`config.mk`:
```
export PLATFORM = sky130hd
export DESIGN_NAME = if_fetch_unit_flat
export DESIGN_NICKNAME = d
export VERILOG_FILES = /design/src/rtl/cardinal_pkg.sv /design/src/rtl/if_fetch_unit_if.sv /design/src/rtl/if_fetch_unit.sv /design/src/flat_wrapper.sv
export SDC_FILE = /design/constraint.sdc
export NUM_CORES = 1
export LEC_CHECK = 0
export BUFFER_PORTS_ARGS = -buffer_cell sky130_fd_sc_hd__buf_4
export CAP_MARGIN = 20
export CORE_ASPECT_RATIO = 1.2
export CORE_MARGIN = 3
export CORE_UTILIZATION = 53
export CTS_CLUSTER_SIZE = 20
export DETAILED_ROUTE_END_ITERATION = 10
export GPL_TIMING_DRIVEN = 0
export MAX_ROUTING_LAYER = met4
export PLACE_DENSITY = 0.86
export SLEW_MARGIN = 20
export SYNTH_ARGS = -nofsm -noshare
export SYNTH_HDL_FRONTEND = slang
export SYNTH_SLANG_ARGS = --single-unit
export TNS_END_PERCENT = 10
```
`constraint.sdc`:
```
create_clock -name clk -period 6.3 [get_ports clk]
set_clock_uncertainty 0.1 [all_clocks]
set_input_delay 0.315 -clock clk [delete_from_list [all_inputs] [get_ports clk]]
set_output_delay 0.315 -clock clk [all_outputs]
set_load 0.01 [all_outputs]
```
`src/rtl/cardinal_pkg.sv`:
```
// rtl/cardinal_pkg.sv - shared Cardinal pipeline constants and fetch FSM state type
package cardinal_pkg;

    localparam logic [5:0] OP_R    = 6'b101010;
    localparam logic [5:0] OP_LD   = 6'b100000;
    localparam logic [5:0] OP_ST   = 6'b100001;
    localparam logic [5:0] OP_BEZ  = 6'b100010;
    localparam logic [5:0] OP_BNEZ = 6'b100011;
    localparam logic [5:0] OP_NOP  = 6'b111000;

    localparam logic [31:0] NOP_INSTR = {OP_NOP, 26'd0};

    typedef enum logic [1:0] {
        S_FILL  = 2'd0,
        S_RUN   = 2'd1,
        S_REDIR = 2'd2,
        S_HALT  = 2'd3
    } fetch_state_t;

    function automatic logic [5:0] opcode_of(input logic [31:0] instr);
        return instr[31:26];
    endfunction

endpackage

```
`src/rtl/if_fetch_unit_if.sv`:
```
// rtl/if_fetch_unit_if.sv - instruction memory port and IF/ID delivery bus of the fetch stage
interface if_fetch_unit_if #(
    parameter int PC_W = 32
) ();

    logic [0:PC_W-1] imem_addr;
    logic            imem_en;
    logic [31:0]     imem_rdata;
    logic [31:0]     IF_Instr;
    logic [0:PC_W-1] IF_PC;
    logic            IF_valid;
    logic            flush;

    modport master (
        output imem_addr,
        output imem_en,
        input  imem_rdata,
        output IF_Instr,
        output IF_PC,
        output IF_valid,
        output flush
    );

    modport slave (
        input  imem_addr,
        input  imem_en,
        output imem_rdata,
        input  IF_Instr,
        input  IF_PC,
        input  IF_valid,
        input  flush
    );

endinterface

```
`src/rtl/if_fetch_unit.sv`:
```
// rtl/if_fetch_unit.sv - instruction fetch stage: PC ownership, imem drive, stall/redirect/halt handling
module if_fetch_unit
    import cardinal_pkg::*;
#(
    parameter int              PC_W     = 32,
    parameter int              PC_STEP  = 4,
    parameter logic [0:PC_W-1] RESET_PC = '0,
    parameter int              CNT_W    = 16
) (
    input  logic             clk,
    input  logic             rst,
    input  logic             stall,
    input  logic             br_taken,
    input  logic [0:15]      br_target,
    input  logic             halt,
    output logic [CNT_W-1:0] fetch_cnt,
    if_fetch_unit_if.master  bus
);

    localparam logic [0:PC_W-1] STEP = PC_W'(PC_STEP);

    fetch_state_t    state_q, state_d;
    logic [0:PC_W-1] pc_q, pc_d;
    logic [0:PC_W-1] ipc_q, ipc_d;
    logic [CNT_W-1:0] cnt_q;

    logic [31:0]     instr;
    logic [0:PC_W-1] if_pc;
    logic            valid;
    logic            flush_o;
    logic            en;
    logic [0:PC_W-1] addr;
    logic            accept;

    always_ff @(posedge clk) begin
        if (rst) begin
            state_q <= S_FILL;
            pc_q    <= RESET_PC;
            ipc_q   <= '0;
            cnt_q   <= '0;
        end else begin
            state_q <= state_d;
            pc_q    <= pc_d;
            ipc_q   <= ipc_d;
            if (accept) begin
                cnt_q <= cnt_q + 1'b1;
            end
        end
    end

    always_comb begin
        state_d = state_q;
        pc_d    = pc_q;
        ipc_d   = ipc_q;
        instr   = NOP_INSTR;
        if_pc   = ipc_q;
        valid   = 1'b0;
        flush_o = 1'b0;
        en      = 1'b1;
        addr    = pc_q;

        unique case (state_q)
            S_FILL, S_REDIR: begin
                if (br_taken) begin
                    flush_o = 1'b1;
                    pc_d    = {{(PC_W-16){1'b0}}, br_target};
                    state_d = S_REDIR;
                end else if (halt) begin
                    state_d = S_HALT;
                end else if (!stall) begin
                    ipc_d   = pc_q;
                    pc_d    = pc_q + STEP;
                    state_d = S_RUN;
                end
            end

            S_RUN: begin
                instr = bus.imem_rdata;
                valid = 1'b1;
                if (br_taken) begin
                    flush_o = 1'b1;
                    pc_d    = {{(PC_W-16){1'b0}}, br_target};
                    state_d = S_REDIR;
                end else if (halt) begin
                    state_d = S_HALT;
                end else if (stall) begin
                    // Re-read the held address so imem_rdata still carries it the cycle stall drops.
                    addr = ipc_q;
                end else begin
                    ipc_d = pc_q;
                    pc_d  = pc_q + STEP;
                end
            end

            S_HALT: begin
                en = 1'b0;
            end

            default: begin
                state_d = S_FILL;
            end
        endcase
    end

    assign accept = valid & ~stall & ~flush_o;

    assign bus.imem_addr = addr;
    assign bus.imem_en   = en;
    assign bus.IF_Instr  = instr;
    assign bus.IF_PC     = if_pc;
    assign bus.IF_valid  = valid;
    assign bus.flush     = flush_o;
    assign fetch_cnt     = cnt_q;

endmodule
```
`src/flat_wrapper.sv`:
```
// flat-port wrapper written by rule: the top's interface ports become plain ports
module if_fetch_unit_flat import cardinal_pkg::*;
#(
    parameter int              PC_W     = 32,
    parameter int              PC_STEP  = 4,
    parameter logic [0:PC_W-1] RESET_PC = '0,
    parameter int              CNT_W    = 16
)
  (clk, rst, stall, br_taken, br_target, halt, fetch_cnt, bus_imem_addr, bus_imem_en, bus_imem_rdata, bus_IF_Instr, bus_IF_PC, bus_IF_valid, bus_flush);
  if_fetch_unit_if #(.PC_W(PC_W)) bus_i ();
  input  logic clk;
  input  logic rst;
  input  logic stall;
  input  logic br_taken;
  input  logic [0:15] br_target;
  input  logic halt;
  output logic [CNT_W-1:0] fetch_cnt;
  output wire logic [$bits(bus_i.imem_addr)-1:0] bus_imem_addr;
  output wire logic [$bits(bus_i.imem_en)-1:0] bus_imem_en;
  input wire logic [$bits(bus_i.imem_rdata)-1:0] bus_imem_rdata;
  output wire logic [$bits(bus_i.IF_Instr)-1:0] bus_IF_Instr;
  output wire logic [$bits(bus_i.IF_PC)-1:0] bus_IF_PC;
  output wire logic [$bits(bus_i.IF_valid)-1:0] bus_IF_valid;
  output wire logic [$bits(bus_i.flush)-1:0] bus_flush;
  assign bus_imem_addr = bus_i.imem_addr;
  assign bus_imem_en = bus_i.imem_en;
  assign bus_i.imem_rdata = bus_imem_rdata;
  assign bus_IF_Instr = bus_i.IF_Instr;
  assign bus_IF_PC = bus_i.IF_PC;
  assign bus_IF_valid = bus_i.IF_valid;
  assign bus_flush = bus_i.flush;
  if_fetch_unit #(.PC_W(PC_W), .PC_STEP(PC_STEP), .RESET_PC(RESET_PC), .CNT_W(CNT_W)) u_core (.clk(clk), .rst(rst), .stall(stall), .br_taken(br_taken), .br_target(br_target), .halt(halt), .fetch_cnt(fetch_cnt), .bus(bus_i));
endmodule
```
# Word level (Yosys, flattened, before mapping)

Index checks and enable logic that the tools add are counted.
W data, S select, Z words.

Bits in registers: 82
Input bits: 53
Output and inout port bits: 115
Word-level logic and storage cells: 44

$add $sub $neg: 2
Equal/unequal tests: 7
Muxes and demuxes: 18
Bitwise operators: 6
Reduce and logical (&&, ||, !) cells: 7

Operators with widths:

| cell                    | count |
|---|---|
| $mux W32                | 8 |
| $add A32 B3 Y32 const B | 1 |
| $add A16 B1 Y16 const B | 1 |
| $mux W2                 | 5 |
| $reduce_and A3 Y1       | 3 |
| $eq A2 B2 Y1 const B    | 2 |
| $mux W1                 | 4 |
| $ne A4 B4 Y1 const B    | 1 |
| $not A1 Y1              | 4 |
| $pmux W2 S2             | 1 |
| $ne A3 B3 Y1 const B    | 1 |
| $reduce_or A3 Y1        | 1 |
| $and A1 B1 Y1           | 2 |
| $eq A2 B1 Y1 const B    | 1 |
| $logic_not A2 Y1        | 1 |
| $ne A2 B1 Y1 const B    | 1 |
| $ne A2 B2 Y1 const B    | 1 |
| $reduce_bool A2 Y1      | 1 |
| $reduce_or A2 Y1        | 1 |

# Longest topological paths before layout

Depth after elaboration: 5
Depth in mapped cells: 7
Mapped depth without buffers: 5

# Worst setup path after synthesis

No wires, ideal clock.

Path kind: flip-flop to flip-flop
From: register u_core.state_q[1]
To: register u_core.cnt_q[14], in the netlist u_core.fetch_cnt[14]
Setup time: 70 ps
Data arrival time: 1924 ps
Data required time: 6130 ps
Setup slack: 4205 ps
Cell stages (with the launch flop): 5
Buffers on the path: 0
Period minus slack after synthesis: 2095 ps
Cells stage by stage: dfxtp_1 -> or4b_4 -> or3_4 -> or4_1 -> a21oi_1

Longest elaborated chain between the ends: 5
Elaborated cells on any way between the ends: 9

Ends and longest elaborated chain:

| element                              | RTL line             | text |
|---|---|---|
| start, declared                      | if_fetch_unit.sv:22  | `fetch_state_t state_q, state_d;` |
| start signal, assigned               | if_fetch_unit.sv:42  | `state_q <= state_d;` |
| $eq A2 B2 Y1 (tied with other cells) | if_fetch_unit.sv:62  | `unique case (state_q)` |
| $reduce_or A3 Y1 (no source line)    | -                    |  |
| $mux W1                              | -                    |  |
| $not A1 Y1                           | if_fetch_unit.sv:105 | `assign accept = valid & ~stall & ~flush_o;` |
| $and A1 B1 Y1 (*)                    | if_fetch_unit.sv:105 |  |
| end signal, assigned                 | if_fetch_unit.sv:46  | `cnt_q <= cnt_q + 1'b1;` |
| end, declared                        | if_fetch_unit.sv:25  | `logic [CNT_W-1:0] cnt_q;` |

Every way passes the cells marked *; elsewhere a longest branch is shown, timed or not.
A chain may end at the register's enable or synchronous reset.

# Worst setup path in the final report

From: register u_core.state_q[0]
To: output bus_imem_addr[27]

Longest elaborated chain between the ends: 2

Ends and longest elaborated chain:

| element       | RTL line            | text |
|---|---|---|
| $eq A2 B1 Y1  | if_fetch_unit.sv:62 |  |
| $mux W32      | if_fetch_unit.sv:62 |  |
| end, declared | flat_wrapper.sv:18  | `output wire logic [$bits(bus_i.imem_addr)-1:0] bus_imem_addr;` |

Every way passes these cells.

==> impl_metrics.csv <==
group,metric,value,unit
cts,ctsHoldBuffers,0,
cts,clk_latency,350,ps
worst_setup_path,slowest_delay,490,ps
cells_and_area,drive_gt1_frac,0.311,
run_status,outcome,"complete, no violations",
global_routing,grt_usage,0.286,
worst_setup_path,cp_cell_sequence,"nor2b_1 > nand3_1 > clkbuf_1 > mux2_2 > buf_4",
worst_setup_path,critPathCaptureType,"output port",
yosys,ys_seq_elements,82,
sta,finalSetupViolations,0,
placed_design,dpl-instance-area,5710,um2
cts,clk_pin_slew,80,ps
detailed_routing,drt-pass1-iter-count,5,
yosys,synth_area_per_cell,8.02,um2
detailed_routing,drtIter0Drc,338,
yosys,synthCells,542,
global_routing,grt-ovfl-total,0,
sta,setup_ws,3410,ps
yosys,synth_area_leaders,"dfxtp_1 38%, nand2_1 8.5%, mux2_2 8.3%",
global_routing,grt_pass1_vias,4413,
worst_setup_path,slowest_stage,"nor2b_1",
cts,cts_buffers,9,
sta,drv_slew,0,
yosys,synth_edf_count,0,
sta,finalSetupTns,0,ps
floorplanning,boundaryPins,168,
hold_path,hold_path.class,"in -> reg",
placed_design,hpwlAfterDp,9920,um
sta,finalCriticalPeriod,2890,ps
worst_setup_path,arrival,2470,ps
cts,cts_tree,"built",
sta,period_share,0.458,
sta,rsz0062_at_grt,"false",
cts,post_cts_buffers,0,
global_routing,antenna_found_initial,0,
cells_and_area,layout_common_cells,"167 x buf_4, 98 x nand2_1, 82 x dfxtp_1",
cts,cts.sinks,82,
cells_and_area,final_common_cell,"buf_4",
power,power_density,181,nW/um2
run,cap_violations,0,
yosys,synth_top_area_share,0.378,
sta,worstMarginPinSlew,980,ps
sta,fmax,0.346,GHz
power,leakagePower,2.42,nW
worst_setup_path,cp_data_required_time,5880,ps
floorplanning,core_area,7840,um2
floorplanning,die_y,105,um
cts,clock_tree.buffer_depth,2,
yosys,yosys_warnings,0,
cells_and_area,design_area,5890,um2
yosys,async_flop_share,0,
yosys,yosysUniqueCellTypes,51,
detailed_routing,wire_per_inst,16.4,um
cells_and_area,diodes,0,
worst_setup_path,crit_path_start_kind,"flip-flop",
placed_design,placed_cells,800,
worst_setup_path,cp_top_family,"simple AND/OR/NAND/NOR gates",
placed_design,portBuffers,166,
placed_design,post-place-ws,3780,ps
global_routing,grt_max_degree,13,
power,ir_worst_vdd,0.124,mV
worst_setup_path,crit_fanout,10,
cells_and_area,nNetsFinal,774,
detailed_routing,vias,4811,
yosys,syn_nets,597,
yosys,ys.flop_type,"dfxtp_1",
sta,hold_violations,0,
cells_and_area,nFillCells,631,
yosys,syn_area,4340,um2
floorplanning,die_area,9320,um2
cts,root_buffer,"clkbuf_8",
cts,ctsResizeCount,0,
detailed_routing,wl,13400,um
power,finalPower,1.06,mW
global_routing,grt_first_pass_wirelength,20900,um
cells_and_area,area_growth,35.5,%
yosys,seq_area_frac_synth,0.378,
cts,h-tree-depth,3,
floorplanning,dieWidth,88.6,um
cells_and_area,fin_cells,813,
floorplanning,row_count,35,
worst_setup_path,path_buf_inv,2,
detailed_routing,drc,0,
detailed_routing,ant_nets,0,
placed_design,place_congestion,0.900,
sta,max-slew-margin-rel,0.345,
yosys,yosys.area.top_type,"dfxtp_1",
worst_setup_path,crit_type,"reg -> out",
detailed_routing,viasPerCell,5.92,
floorplanning,start_util,0.554,
## worst min-delay path: stages
cell and delay (ps):
buf_4 80, mux2i_1 50, nor2_1 70
## metal layers
| metal | part of all wire | GRT usage |
|---|---|---|
| met5 | 0 | - |
| met4 | 0.025 | 0.121 |
| met3 | 0.095 | 0.0442 |
| met2 | 0.51 | 0.486 |
| met1 | 0.37 | 0.326 |
## metrics by stage
stage               utilization  hold WS [ps]
finish                    0.751           101
global route              0.751          97.0
CTS                       0.751          89.0
detailed placement        0.728           367
global placement          0.728           355
floorplan                     -           341
## layout make-up
class | instances | area [um2] | share of cell area
Buffer | 40 | 155 | 0.0264
Clock buffer | 10 | 138 | 0.0234
Clock inverter | 3 | 42.5 | 0.00723
Inverter | 6 | 22.5 | 0.00383
Multi-Input combinational cell | 414 | 2520 | 0.429
Sequential cell | 82 | 1640 | 0.279
Tap cell | 92 | 115 | 0.0196
Timing Repair Buffer | 166 | 1250 | 0.212
## logic make-up after synthesis
group	count (synthesis)	synth area share
xor+xnor	10	0.0202
mux	46	0.115
compound gates	104	0.141
flops	82	0.378
simple gates	252	0.300
buf+inv	46	0.0409
fa+ha+maj	2	0.00576
## flip-flops by register name, summed over array words and instances, names as in the netlist
| name | flops |
|---|---|
| u_core.fetch_cnt | 16 |
| u_core.state_q | 2 |
| u_core.pc_q | 32 |
| u_core.bus.IF_PC | 32 |
## worst paths after layout
kind	slack (ps)	cells past startpoint	startpoint	endpoint
worst max-delay path	3410	5	u_core.state_q[0]	bus_imem_addr[27]
worst min-delay path	100	3	br_target[14]	u_core.pc_q[30]
worst max register to register	3850	7	u_core.pc_q[18]	u_core.pc_q[8]
worst min register to register	380	2	u_core.bus.IF_PC[9]	u_core.bus.IF_PC[9]
## power breakdown
part           leakage [nW]  switching, mW  internal (mW)
clock                0.0901          0.181          0.187
sequential            0.664         0.0141          0.528
combinational          1.67         0.0780         0.0745
total                  2.42          0.273          0.790
## cells in the mapped netlist (2+ instances only)
master / instances
mux2i_1: 14
ha_1: 2
nor3_1: 4
buf_1: 2
and2_1: 31
nor2_1: 24
and3_1: 10
o31ai_1: 6
clkbuf_1: 36
a32o_1: 2
a31o_2: 2
a31oi_1: 3
nor4b_1: 4
or4_1: 8
and4_1: 5
o21ai_0: 13
nand3_1: 18
nand2b_1: 4
xnor2_1: 3
inv_1: 5
a21oi_1: 62
nand2_1: 98
nor4_1: 6
or3_1: 15
mux2_2: 32
nand4_1: 16
a211oi_1: 5
or2_2: 2
xor2_1: 7
dfxtp_1: 82
(Power assumes the default switching activity.)
